$ cat config.mk
export PLATFORM = sky130hd
export DESIGN_NAME = pdm_rx_frontend
export DESIGN_NICKNAME = d
export VERILOG_FILES = /design/src/rtl/pdm_rx_frontend.sv
export SDC_FILE = /design/constraint.sdc
export NUM_CORES = 1
export LEC_CHECK = 0
export BUFFER_PORTS_ARGS = -buffer_cell sky130_fd_sc_hd__buf_2
export CAP_MARGIN = 15
export CELL_PAD_IN_SITES_DETAIL_PLACEMENT = 0
export CELL_PAD_IN_SITES_GLOBAL_PLACEMENT = 1
export CORE_MARGIN = 5
export CORE_UTILIZATION = 30
export DETAILED_ROUTE_END_ITERATION = 16
export HOLD_SLACK_MARGIN = 0.15
export PLACE_DENSITY_LB_ADDON = 0.1
export SYNTH_ARGS = -nofsm -noshare
export SYNTH_HDL_FRONTEND = slang
export SYNTH_SLANG_ARGS = --single-unit
$ cat constraint.sdc
create_clock -name clk_i -period 2.35 [get_ports clk_i]
set_input_delay 0.3525 -clock clk_i [delete_from_list [all_inputs] [get_ports clk_i]]
set_output_delay 0.3525 -clock clk_i [all_outputs]
set_load 0.02 [all_outputs]
$ cat src/rtl/pdm_rx_frontend.sv
// PDM receive front end: divided mic clock, dual-edge capture per pin,
// frame FIFO, and a masked channel serialiser with valid/ready output.
module pdm_rx_frontend #(
  parameter int NUM_PINS   = 2,
  parameter int DIV_WIDTH  = 8,
  parameter int FIFO_DEPTH = 4,
  localparam int NUM_CH    = 2 * NUM_PINS,
  localparam int CH_W      = (NUM_CH > 2) ? $clog2(NUM_CH) : 1
) (
  input  logic                 clk_i,
  input  logic                 rst_i,
  input  logic                 cfg_en_i,
  input  logic [DIV_WIDTH-1:0] cfg_clkdiv_i,
  input  logic [NUM_CH-1:0]    cfg_ch_mask_i,
  input  logic                 cfg_clr_ovf_i,
  output logic                 pdm_clk_o,
  input  logic [NUM_PINS-1:0]  pdm_data_i,
  output logic                 bit_o,
  output logic [CH_W-1:0]      bit_ch_o,
  output logic                 bit_last_o,
  output logic                 bit_valid_o,
  input  logic                 bit_ready_i,
  output logic                 overflow_o
);

  localparam int AW = $clog2(FIFO_DEPTH);
  localparam int PW = AW + 1;

  localparam logic [0:0] ST_IDLE  = 1'b0;
  localparam logic [0:0] ST_SHIFT = 1'b1;

  logic [DIV_WIDTH-1:0] cnt_q, cnt_d;
  logic                 pdm_clk_q, pdm_clk_d;
  logic                 tick, rise, fall;

  logic [NUM_PINS-1:0]  cap_q, cap_d;
  logic                 hi_seen_q, hi_seen_d;
  logic [NUM_CH-1:0]    frame_in;
  logic                 push, push_ok, pop, full, empty;

  logic [NUM_CH-1:0]    mem_q [FIFO_DEPTH];
  logic [PW-1:0]        wptr_q, wptr_d, rptr_q, rptr_d;
  logic [NUM_CH-1:0]    rd_frame;
  logic                 ovf_q, ovf_d;

  logic [0:0]           state_q, state_d;
  logic [NUM_CH-1:0]    frame_q, frame_d, mask_q, mask_d;
  logic [CH_W-1:0]      ch_q, ch_d;
  logic                 has_above;

  function automatic logic [CH_W-1:0] first_set(input logic [NUM_CH-1:0] m, input int from);
    logic [CH_W-1:0] r;
    r = '0;
    for (int i = NUM_CH - 1; i >= 0; i--) begin
      if (m[i] && i >= from) r = CH_W'(i);
    end
    return r;
  endfunction

  // A terminal count at or above D also wraps, so lowering D mid-run cannot stall the divider.
  assign tick = cfg_en_i && (cnt_q >= cfg_clkdiv_i);
  assign rise = tick && !pdm_clk_q;
  assign fall = tick && pdm_clk_q;

  always_comb begin
    cnt_d     = cnt_q;
    pdm_clk_d = pdm_clk_q;
    if (!cfg_en_i) begin
      cnt_d     = '0;
      pdm_clk_d = 1'b0;
    end else if (tick) begin
      cnt_d     = '0;
      pdm_clk_d = ~pdm_clk_q;
    end else begin
      cnt_d = cnt_q + DIV_WIDTH'(1);
    end
  end

  // Even channels are held from the high phase; odd channels join the frame at the rise.
  always_comb begin
    cap_d     = cap_q;
    hi_seen_d = hi_seen_q;
    if (!cfg_en_i) begin
      cap_d     = '0;
      hi_seen_d = 1'b0;
    end else if (fall) begin
      cap_d     = pdm_data_i;
      hi_seen_d = 1'b1;
    end
  end

  always_comb begin
    frame_in = '0;
    for (int p = 0; p < NUM_PINS; p++) begin
      frame_in[2*p]   = cap_q[p];
      frame_in[2*p+1] = pdm_data_i[p];
    end
  end

  assign push     = rise && hi_seen_q;
  assign empty    = (wptr_q == rptr_q);
  assign full     = (wptr_q[AW] != rptr_q[AW]) && (wptr_q[AW-1:0] == rptr_q[AW-1:0]);
  assign push_ok  = push && !full;
  assign pop      = cfg_en_i && (state_q == ST_IDLE) && !empty;
  assign rd_frame = mem_q[rptr_q[AW-1:0]];

  always_comb begin
    wptr_d = wptr_q + PW'(push_ok);
    rptr_d = rptr_q + PW'(pop);
    if (!cfg_en_i) begin
      wptr_d = '0;
      rptr_d = '0;
    end
  end

  always_comb begin
    ovf_d = ovf_q;
    if (cfg_clr_ovf_i) ovf_d = 1'b0;
    if (push && full)  ovf_d = 1'b1;
  end

  always_ff @(posedge clk_i) begin
    if (push_ok) mem_q[wptr_q[AW-1:0]] <= frame_in;
  end

  always_comb begin
    has_above = 1'b0;
    for (int i = 0; i < NUM_CH; i++) begin
      if (mask_q[i] && i > int'(ch_q)) has_above = 1'b1;
    end
  end

  always_comb begin
    state_d = state_q;
    frame_d = frame_q;
    mask_d  = mask_q;
    ch_d    = ch_q;
    if (!cfg_en_i) begin
      state_d = ST_IDLE;
      frame_d = '0;
      mask_d  = '0;
      ch_d    = '0;
    end else begin
      case (state_q)
        ST_IDLE: begin
          // An all-zero mask still pops, discarding the frame.
          if (!empty && cfg_ch_mask_i != '0) begin
            frame_d = rd_frame;
            mask_d  = cfg_ch_mask_i;
            ch_d    = first_set(cfg_ch_mask_i, 0);
            state_d = ST_SHIFT;
          end
        end
        ST_SHIFT: begin
          if (bit_ready_i) begin
            if (!has_above) state_d = ST_IDLE;
            else            ch_d    = first_set(mask_q, int'(ch_q) + 1);
          end
        end
        default: state_d = ST_IDLE;
      endcase
    end
  end

  always_ff @(posedge clk_i or posedge rst_i) begin
    if (rst_i) begin
      cnt_q     <= '0;
      pdm_clk_q <= 1'b0;
      cap_q     <= '0;
      hi_seen_q <= 1'b0;
      wptr_q    <= '0;
      rptr_q    <= '0;
      ovf_q     <= 1'b0;
      state_q   <= ST_IDLE;
      frame_q   <= '0;
      mask_q    <= '0;
      ch_q      <= '0;
    end else begin
      cnt_q     <= cnt_d;
      pdm_clk_q <= pdm_clk_d;
      cap_q     <= cap_d;
      hi_seen_q <= hi_seen_d;
      wptr_q    <= wptr_d;
      rptr_q    <= rptr_d;
      ovf_q     <= ovf_d;
      state_q   <= state_d;
      frame_q   <= frame_d;
      mask_q    <= mask_d;
      ch_q      <= ch_d;
    end
  end

  assign pdm_clk_o   = pdm_clk_q;
  assign bit_valid_o = (state_q == ST_SHIFT);
  assign bit_o       = bit_valid_o & frame_q[ch_q];
  assign bit_ch_o    = ch_q;
  assign bit_last_o  = bit_valid_o & ~has_above;
  assign overflow_o  = ovf_q;

endmodule

======== After elaboration in Yosys (flattened, before gate mapping) ========
Memories as Yosys holds them, arrays and structs flattened.
Cells that the tools add are included.
word-level totals
  flip-flop bits (word level) ............. 30
  bits in writable memories ............... 16
  input bits .............................. 19
  output and inout bits ................... 7
  logic and storage cells ................. 107
  memories ................................ 1
cells by class
  add/subtract/negate cells ............... 4
  magnitude comparators ................... 9
  equality and inequality tests ........... 10
  mux-type cells .......................... 43
  bitwise operators ....................... 5
  reduce and logical (&&, ||, !) cells .... 24
memories
  memory  words  width  rd ports  clocked after memory_dff  write ports  line  text
  mem_q   4      4      1         0                         1            41    logic [NUM_CH-1:0] mem_q [FIFO_DEPTH];
operators with widths
  kind                                                                                 number
  2-bit two-way mux                                                                    14
  4-bit two-way mux                                                                    6
  1-bit logical AND                                                                    17
  1-bit two-way mux                                                                    16
  8-bit two-way mux                                                                    2
  8-bit by 1-bit adder with 8-bit output (second input constant)                       1
  8-bit greater-or-equal comparator                                                    1
  3-bit by 1-bit adder with 3-bit output                                               2
  1-bit by 3-bit greater-or-equal comparator with 1-bit output (first input constant)  2
  2-bit by 3-bit greater-or-equal comparator with 1-bit output (first input constant)  2
  3-bit two-way mux                                                                    2
  2-bit by 1-bit inequality test with 1-bit output (second input constant)             3
  3-bit by 2-bit inequality test with 1-bit output (second input constant)             2
  2-bit greater-than comparator (first input constant)                                 2
  2-bit case mux with 2 select lines                                                   1
  4-bit nonzero test                                                                   1
  2-bit by 1-bit adder with 3-bit output (second input constant)                       1
  3-bit equality test                                                                  1
  1-bit zero test                                                                      3
  2-bit by 3-bit less-than comparator with 1-bit output (second input constant)        1
  3-bit inequality test (second input constant)                                        1
  1-bit inverter                                                                       3
  3-bit AND reduction                                                                  1
  1-bit bitwise AND                                                                    2
  8 further kinds                                                                      8

======== Longest topological paths before layout ========
Gate-level depths: netlist of the first run.
  depth after elaboration ................. 11
  gate-level depth with buffers ........... 11
  depth with buffers taken out ............ 11

======== Worst setup path after synthesis of the first run ========
OpenSTA, ideal clock, no wires.
  path type ............................... register to register
  from .................................... reg cnt_q[2]
  to ...................................... reg wptr_q[1]
  library setup time ...................... 119 ps
  data arrival time ....................... 2065 ps
  data required time ...................... 2231 ps
  path slack .............................. 166 ps
  stages on the path, launching flop included .. 10
  buffers on the path ..................... 0
  clock period less this slack ............ 2184 ps
  path through ............................ dfrtp_1 > ha_1 > a31oi_1 > nor2b_1 > o21a_1 > o21ai_0 > inv_1 > ha_1 > ha_1 > and2_1
on the way
  word-level cells in the longest chain between the ends .. 7
ends and longest elaborated chain
  what                                    line  text
  start, declared                         32    logic [DIV_WIDTH-1:0] cnt_q, cnt_d;
  start signal, assigned                  179   cnt_q <= cnt_d;
  8-bit greater-or-equal comparator       61    assign tick = cfg_en_i && (cnt_q >= cfg_clkdiv_i);
  1-bit logical AND                       61
  1-bit logical AND                       62    assign rise = tick && !pdm_clk_q;
  1-bit logical AND                       100   assign push = rise && hi_seen_q;
  1-bit logical AND                       103   assign push_ok = push && !full;
  3-bit by 1-bit adder with 3-bit output  108   wptr_d = wptr_q + PW'(push_ok);
  3-bit two-way mux                       110   if (!cfg_en_i) begin
  via wptr_d[1]                           42    logic [PW-1:0] wptr_q, wptr_d, rptr_q, rptr_d;
  end signal, assigned                    183   wptr_q <= wptr_d;
  end, declared                           42
The timed path passes the listed nets, and every way through them passes these cells.
A chain may end at the register's enable or synchronous reset.

======== Worst setup path after layout of the first run ========
  from .................................... reg cnt_q[2]
  to ...................................... reg wptr_q[2]
The elaborated chain is that of the path after synthesis.

==> results.py, run 1 <==
metrics = {
    "run": {
        "max_cap_viol_count": 0,
    },
    "global_routing": {
        "grt_start_max_net_pins": 30,
        "first_global_vias": 1561,
        "grt-ovfl-total": 0,
        "grt_first_pass_wirelength_mm": 7.80,
        "grtUsageTotal_pct": 10.2,
        "grt_antenna_before_repair": 0,
    },
    "drt": {
        "wl_per_cell_um": 13.6,
        "highest_layer": "met4",
        "wl_mm": 4.61,
        "met3_length_um": 193,
        "dr_wl_met2_mm": 1.99,
        "antenna_left": 0,
        "via_per_inst": 4.45,
        "first_pass_iters": 4,
        "wirelength_met1_mm": 2.42,
        "drc": 0,
        "drt_iter0_drc": 43,
        "dr_total_vias": 1512,
    },
    "placement": {
        "pre_cts_slack_ns": 0.162,
        "place_inst": 331,
        "gp_congestion": 0.686,
        "dpl.hpwl_mm": 3.48,
        "post_dp_cell_area_sq_mm": 0.00261,
        "portBuffers": 25,
    },
    "clocking": {
        "ctsLongestPathBuffers": 2,
        "tritoncts": "built",
        "cts.clk_slew.worst_paths_ns": 0.09,
        "insertion_delay_ns": 0.30,
        "cts_resized": 0,
        "numCtsBuffers": 5,
        "cts_sinks": 45,
        "htree_levels": 2,
        "root_buffer": "clkbuf_8",
    },
    "synthesis": {
        "ys_ff_latch": 45,
        "yosysTopAreaCellShare_pct": 31.5,
        "postSynthAreaPerCell_sq_um": 11.7,
        "synth-edff-count": 16,
        "yosys_most_used_dff": "dfrtp_1",
        "syn_area_sq_mm": 0.00230,
        "synth.distinct_cells": 40,
        "yosysWarnings": 0,
        "synth.largest_area_cell": "dfrtp_1",
        "async_flop_share_pct": 64.4,
        "seq_area_frac_synth_pct": 52.3,
        "postSynthNetCount": 229,
        "synth_cells": 197,
        "synth_area_leaders": "dfrtp_1 (31%), edfxtp_1 (21%), ha_1 (7.1%)",
    },
    "critical_path": {
        "end_kind": "flip-flop",
        "worstSetupPathType": "reg2reg",
        "start_kind": "flip-flop",
        "critPathRequiredTime_ns": 2.53,
        "cp_max_fo": 5,
        "cp.arrival_ns": 2.34,
    },
    "sta": {
        "fin_crit_sh_pct": 91.8,
        "worst_slack_ns": 0.193,
        "skew_ns": 0.00567,
        "rsz0062_at_grt": "false",
        "max_slew_margin_pct": 69.7,
        "timing.fmax_mhz": 464,
        "hold_viol": 0,
        "period_minus_slack_ns": 2.16,
        "slew_violations": 0,
        "tns_ns": 0,
        "worstMarginPinSlew_ns": 0.454,
        "setup_viol": 0,
    },
    "pwr": {
        "p_per_area_mw_per_mm2": 527,
        "peakVddDrop_mv": 0.190,
        "cellLeakagePower_nw": 1.25,
        "power.total_mw": 1.43,
    },
    "layout": {
        "nNetsFinal": 269,
        "final_common_cell": "dfrtp_1",
        "drive_gt1_share_pct": 22.3,
        "fin_cells": 340,
        "most-common-layout-cells": "dfrtp_1 (29), buf_2 (25), nor2_1 (21), inv_1 (17), edfxtp_1 (16)",
        "finalInstanceArea_sq_mm": 0.00272,
        "diodes": 0,
        "area_growth_pct": 18.0,
    },
    "floorplanning": {
        "initial_core_util_pct": 30.3,
        "dieArea_sq_mm": 0.00954,
        "die_h_um": 97.7,
        "coreArea_sq_mm": 0.00761,
        "fp-row-count": 32,
        "pin_count": 26,
        "die_x_um": 97.7,
    },
    "min_path": {
        "hold_class": "in2reg",
    },
    "status": {
        "outcome": "finished, final reports clean",
    },
}
[registers in the layout (all words and copies together) (netlist names), 2 cells and up]
signal    flops
mem_q        16
cnt_q         8
wptr_q        3
bit_ch_o      2
frame_q       4
cap_q         2
rptr_q        3
mask_q        3
[critical path, stage by stage (launching register included)]
cell and delay, ns:
dfrtp_1 0.45, ha_1 0.31, a31oi_1 0.18, nor2b_1 0.08, o21a_1 0.19, o21ai_0 0.20, inv_1 0.07, ha_1 0.18
ha_1 0.18, xnor2_1 0.14, nor2_1 0.05
[synth_stat cells, drive strengths merged, types with 2 or more instances]
cell and n:
clkbuf 3, mux2i 7, inv 17, o21ai 4, nor2 22, dfrtp 29
xor2 6, a22o 3, nand2 13, a21oi 7, ha 13, nor3 3
and3 4, o21a 4, and2 6, mux4 5, a21boi 2, o22ai 2
nor3b 4, xnor2 6, nand3 7, edfxtp 16, a31oi 3, nor2b 2
[report_power, final]
part | leakage (nW) | switching (mW) | internal [mW]
combinational | 0.641 | 0.0531 | 0.0357
clock | 0.0511 | 0.298 | 0.225
sequential | 0.558 | 0.00630 | 0.815
total | 1.25 | 0.358 | 1.07
[logic make-up after synthesis]
| kind of cell | count (synthesis) | synth area share [%] |
|---|---|---|
| AO/OA/AOI/OAI | 29 | 9.61 |
| buffers and inverters | 21 | 4.02 |
| multiplexers | 12 | 8.58 |
| flip-flops | 45 | 52.3 |
| XOR/XNOR | 12 | 4.56 |
| AND/OR/NAND/NOR | 65 | 13.8 |
| adder cells (fa/ha/maj) | 13 | 7.06 |
[path summary, 6_finish.rpt]
path                       cells past startpoint                     end                  start  slack [ns]
max                                           10     wptr_q[2]$_DFF_PP0_     cnt_q[2]$_DFF_PP0_        0.19
min reg2reg                                    1   hi_seen_q$_DFFE_PP0P_  hi_seen_q$_DFFE_PP0P_        0.50
min in group asynchronous                      4   mask_q[1]$_DFFE_PP0P_                  rst_i        0.67
max reg2reg                                   10     wptr_q[2]$_DFF_PP0_     cnt_q[2]$_DFF_PP0_        0.19
min                                            2  overflow_o$_DFFE_PP0P_          cfg_clr_ovf_i        0.23
max in group asynchronous                      4     rptr_q[0]$_DFF_PP0_                  rst_i        1.40
[timing repair]
item	CTS	global route
buffers inserted	0	0
hold buffers	1	0
endpoints found under the hold margin	29	0
[stage by stage]
stage / hold slack, ns / utilization [%]
floorplan: 0.431 / -
global placement: 0.457 / 34.3
detailed placement: 0.460 / 34.3
CTS: 0.216 / 35.7
global route: 0.218 / 35.7
finish: 0.232 / 35.7
[layer usage]
layer,vias to the layer above,global-route usage (%)
met5,-,0
met4,0,2.88
met3,3,2.87
met2,26,15.1
met1,706,14.5
li1,777,-
[layout make-up]
type	instances	area, sq um
fill	767	4890
sequential	45	1210
multi-input combinational	131	1010
timing repair buffer	37	218
tap	102	128
clock buffer	5	68.8
inverter	17	63.8
clock inverter	3	28.8
Note: power is estimated with default switching activity, not from simulation.
==> run 2, diff against run 1 <==
--- a/config.mk
+++ b/config.mk
@@ -11,2 +11,3 @@
 export CELL_PAD_IN_SITES_GLOBAL_PLACEMENT = 1
+export CORE_ASPECT_RATIO = 2
 export CORE_MARGIN = 5
@@ -19 +20,2 @@
 export SYNTH_SLANG_ARGS = --single-unit
+export TNS_END_PERCENT = 5
--- a/constraint.sdc
+++ b/constraint.sdc
@@ -3,2 +3,2 @@
 set_output_delay 0.3525 -clock clk_i [all_outputs]
-set_load 0.02 [all_outputs]
+set_load 0.1 [all_outputs]
==> run 2 against run 1 <==
  * Wire length rose by 10%
  * Critical path depth did not move
  * Count of clock-buffer cells in the layout did not move
  * Combinational power fell by 3.5%
  * Design area rose by 1.6%
  * Via count rose by 3.7%
  * Sequential power barely moved
  * Largest cell class unchanged
  * Largest power group unchanged
==> results.py, run 2 (synthesized netlist as in run 1, its figures left out) <==
metrics = {
    "sta": {
        "tns_ns": 0,
        "period_minus_slack_ns": 2.17,
        "hold_viol": 0,
        "fin_crit_sh_pct": 92.5,
        "rsz0062_at_grt": "false",
        "slew_violations": 0,
        "setup_viol": 0,
        "timing.fmax_mhz": 460,
        "skew_ns": 0.00480,
        "max_slew_margin_pct": 59.7,
        "worstMarginPinSlew_ns": 0.604,
    },
    "layout": {
        "diodes": 0,
        "fillers": 786,
        "fin_cells": 331,
        "area_growth_pct": 19.9,
        "most-common-layout-cells": "dfrtp_1 (27), buf_2 (25), nor2_1 (20), inv_1 (17), edfxtp_1 (16)",
        "drive_gt1_share_pct": 23.6,
        "final_common_cell": "dfrtp_1",
        "largest_reg_flops": 16,
        "finalInstanceArea_sq_mm": 0.00276,
        "nNetsFinal": 268,
    },
    "global_routing": {
        "grt_first_pass_wirelength_mm": 8.21,
        "first_global_vias": 1608,
        "grt_antenna_before_repair": 0,
        "grt-ovfl-total": 0,
        "grt_start_max_net_pins": 30,
        "grtUsageTotal_pct": 11.4,
    },
    "critical_path": {
        "crit_path_start": "cnt_q[2]$_DFF_PP0_",
        "worstSetupPathType": "reg2reg",
        "cp_max_fo": 5,
        "critPathRequiredTime_ns": 2.52,
        "start_kind": "flip-flop",
        "rr_startpoint": "cnt_q[2]$_DFF_PP0_",
        "cp.arrival_ns": 2.34,
        "end_kind": "flip-flop",
    },
    "drt": {
        "wl_mm": 5.07,
        "highest_layer": "met4",
        "antenna_left": 0,
        "drc": 0,
        "via_per_inst": 4.74,
        "first_pass_iters": 4,
        "met3_length_um": 160,
        "dr_total_vias": 1568,
        "drt_iter0_drc": 49,
        "dr_wl_met2_mm": 2.94,
        "wl_per_cell_um": 15.3,
        "wirelength_met1_mm": 1.88,
    },
    "placement": {
        "dpl.hpwl_mm": 3.92,
        "portBuffers": 25,
        "place_inst": 323,
        "gp_congestion": 0.714,
        "post_dp_cell_area_sq_mm": 0.00261,
    },
    "pwr": {
        "cellLeakagePower_nw": 1.27,
        "peakVddDrop_mv": 0.548,
        "p_per_area_mw_per_mm2": 595,
        "power.total_mw": 1.64,
    },
    "clocking": {
        "root_buffer": "clkbuf_16",
        "insertion_delay_ns": 0.29,
        "numCtsBuffers": 5,
        "cts_setup_buffers": 0,
        "htree_levels": 2,
        "ctsHoldBuffers": 0,
        "cts_sinks": 45,
        "cts.clk_slew.worst_paths_ns": 0.07,
        "cts_resized": 0,
        "ctsLongestPathBuffers": 2,
        "tritoncts": "built",
    },
    "floorplanning": {
        "dieArea_sq_mm": 0.00964,
        "initial_core_util_pct": 30.5,
        "pin_count": 26,
        "fp-row-count": 45,
        "coreArea_sq_mm": 0.00754,
        "die_x_um": 72.0,
        "die_h_um": 134,
    },
    "run": {
        "max_cap_viol_count": 0,
    },
    "status": {
        "outcome": "finished, final reports clean",
    },
    "min_path": {
        "hold_class": "in2async",
    },
}
## run 2: changes by cell type in the layout (fill, tap and decap cells not counted), moves of 2 or more
cell       change
clkbuf_16      +5
clkbuf_8       -5
dfrtp_1        -2
dfrtp_2        +2
## run 2: cell type report
type,count,area (sq um),share of cell area [%]
Clock buffer,5,125,4.53
Clock inverter,3,26.3,0.951
Inverter,17,63.8,2.31
Multi-Input combinational cell,131,1010,36.7
Sequential cell,45,1210,43.8
Tap cell,94,118,4.26
Timing Repair Buffer,36,208,7.52
## run 2: worst max-delay path, stage by stage (launching register included)
cell and delay, ns:
dfrtp_1 0.44, ha_1 0.31, a31oi_1 0.19, nor2b_1 0.07, o21a_1 0.19, o21ai_0 0.21
inv_1 0.07, ha_1 0.18, ha_1 0.18, xnor2_1 0.15, nor2_1 0.05
## run 2: power by group
part | internal (mW) | total [mW] | switching [mW]
Clock | 0.406 | 0.736 | 0.330
Sequential | 0.815 | 0.823 | 0.00815
Combinational | 0.0331 | 0.0857 | 0.0526
## run 2: per-stage QoR
step                hold WS, ns  worst slack, ns  util [%]
finish                    0.133            0.177      36.6
CTS                       0.153            0.165      36.6
global placement          0.465            0.179      34.6
detailed placement        0.470            0.155      34.6
global route              0.176           0.0257      36.6
floorplan                 0.430            0.114         -
## run 2: metal layers
metal,up-vias,GRT usage [%]
met5,-,0
met4,0,4.39
met3,5,2.48
met2,23,21.7
met1,759,11.6
li1,781,-
## run 2: worst paths after layout
check | cells after the start | end | slack [ns]
hold / removal | 3 | cnt_q[6]$_DFF_PP0_ | 0.13
setup / recovery | 10 | wptr_q[2]$_DFF_PP0_ | 0.18
hold reg to reg | 1 | hi_seen_q$_DFFE_PP0P_ | 0.49
min in group clk_i | 2 | overflow_o$_DFFE_PP0P_ | 0.26
max in group asynchronous | 3 | bit_ch_o[1]$_DFFE_PP0P_ | 1.90
setup reg to reg | 10 | wptr_q[2]$_DFF_PP0_ | 0.18
==> run 3, diff against run 2 <==
CORE_ASPECT_RATIO = 1.1   (was 2)
CORE_MARGIN = 1.5   (was 5)
==> run 3 against run 2 <==
  * Global-route usage rose by 1.3 points
  * Non-clock buffer count rose by 2
  * Clock skew shrank 0.00091 ns
  * Setup slack improved by 0.0030 ns
  * Flip-flop and latch count is the same
  * Critical endpoint unchanged
==> results.py, run 3 (synthesized netlist as in run 1, its figures left out) <==
metrics = {
    "floorplanning": {
        "fp-row-count": 33,
        "die_x_um": 86.6,
        "initial_core_util_pct": 31.0,
        "die_h_um": 94.9,
        "coreArea_sq_mm": 0.00743,
        "dieArea_sq_mm": 0.00822,
        "pin_count": 26,
    },
    "critical_path": {
        "cp.arrival_ns": 2.36,
        "critPathRequiredTime_ns": 2.54,
        "start_kind": "flip-flop",
        "crit_top_cell": "ha_1",
        "path_delay_family": "adder cells",
        "path_buf_inv": 1,
        "worstSetupPathType": "reg2reg",
        "cp_cell_sequence": "ha_1, a31oi_1, nor2b_1, o21a_1, o21ai_0, inv_1, ha_1, ha_1, xnor2_1, nor2_1",
        "max_stage_delay_ns": 0.45,
        "cp_max_fo": 5,
        "cp_slowest_cell": "dfrtp_1",
        "end_kind": "flip-flop",
    },
    "global_routing": {
        "grt_first_pass_wirelength_mm": 8.00,
        "grt_antenna_before_repair": 0,
        "grt-ovfl-total": 0,
        "grt_start_max_net_pins": 20,
        "grtUsageTotal_pct": 12.7,
        "first_global_vias": 1599,
    },
    "sta": {
        "max_slew_margin_pct": 47.2,
        "period_minus_slack_ns": 2.17,
        "worst_slack_ns": 0.180,
        "skew_ns": 0.00389,
        "fin_crit_sh_pct": 92.3,
        "worstMarginPinSlew_ns": 0.791,
        "slew_violations": 0,
        "setup_viol": 0,
        "tns_ns": 0,
        "timing.fmax_mhz": 461,
        "rsz0062_at_grt": "false",
        "timing.hold.ws_ns": 0.185,
        "hold_viol": 0,
    },
    "placement": {
        "portBuffers": 25,
        "pre_cts_slack_ns": 0.172,
        "post_dp_cell_area_sq_mm": 0.00262,
        "dpl.hpwl_mm": 3.54,
        "gp_congestion": 0.730,
    },
    "pwr": {
        "peakVddDrop_mv": 0.217,
        "cellLeakagePower_nw": 1.25,
        "p_per_area_mw_per_mm2": 529,
    },
    "drt": {
        "dr_total_vias": 1545,
        "first_pass_iters": 4,
        "antenna_left": 0,
        "drc": 0,
        "wl_mm": 4.59,
        "wl_per_cell_um": 14.1,
        "drt_iter0_drc": 37,
        "via_per_inst": 4.74,
    },
    "status": {
        "outcome": "finished, final reports clean",
    },
    "layout": {
        "most-common-layout-cells": "dfrtp_1 (27), buf_2 (25), nor2_1 (20), inv_1 (17), edfxtp_1 (16)",
        "largest_reg_flops": 16,
        "nNetsFinal": 270,
        "final_common_cell": "dfrtp_1",
        "diodes": 0,
        "finalInstanceArea_sq_mm": 0.00271,
        "final_core_util_pct": 36.5,
        "area_growth_pct": 17.7,
        "drive_gt1_share_pct": 24.3,
    },
    "clocking": {
        "numCtsBuffers": 5,
        "cts_setup_buffers": 0,
        "ctsHoldBuffers": 0,
        "tritoncts": "built",
        "root_buffer": "clkbuf_8",
        "insertion_delay_ns": 0.30,
        "cts_sinks": 45,
        "ctsLongestPathBuffers": 2,
        "cts.clk_slew.worst_paths_ns": 0.09,
        "cts_resized": 0,
        "htree_levels": 2,
    },
    "run": {
        "max_cap_viol_count": 0,
    },
    "min_path": {
        "hold_class": "in2async",
    },
}
-- run 3: changes by cell type in the layout (fill, tap and decap cells not counted), sizes merged --
cell / delta
buf: +2
-- run 3: final timing paths --
path                                                to  slack [ns]                   from  cells past startpoint
min in group clk_i              overflow_o$_DFFE_PP0P_        0.23          cfg_clr_ovf_i                      2
worst max-delay path               wptr_q[2]$_DFF_PP0_        0.18     cnt_q[2]$_DFF_PP0_                     10
worst max register to register     wptr_q[2]$_DFF_PP0_        0.18     cnt_q[2]$_DFF_PP0_                     10
worst min-delay path             mask_q[3]$_DFFE_PP0P_        0.18                  rst_i                      2
worst min register to register   hi_seen_q$_DFFE_PP0P_        0.51  hi_seen_q$_DFFE_PP0P_                      1
max in group asynchronous          wptr_q[2]$_DFF_PP0_        1.56                  rst_i                      3
-- run 3: layout make-up --
cell class / count / area [sq um]
well taps: 87 / 109
inverters: 17 / 63.8
repair buffers: 38 / 223
clock inverters: 3 / 26.3
fillers: 770 / 4720
flip-flops and latches: 45 / 1210
multi-input cells: 131 / 1010
clock buffers: 5 / 68.8
-- run 3: where the power goes --
group,internal [mW],switching (mW)
Sequential,0.815,0.00462
Combinational,0.0388,0.0571
Clock,0.221,0.298
-- run 3: through the flow --
| stage | total power, mW | instances |
|---|---|---|
| 6_report | 1.43 | 326 |
| 5_1_grt | 1.50 | 326 |
| 2_1_floorplan | 0.889 | 197 |
| 3_3_place_gp | 0.936 | 318 |
| 3_5_place_dp | 0.935 | 318 |
| 4_1_cts | 1.46 | 326 |
-- run 3: routing by layer --
layer	wire length (um)	track usage [%]	vias up
met4	53	3.23	0
met3	145	3.23	5
met1	2300	17.1	739
li1	-	-	779
met2	2090	20.5	22
met5	0	0	-
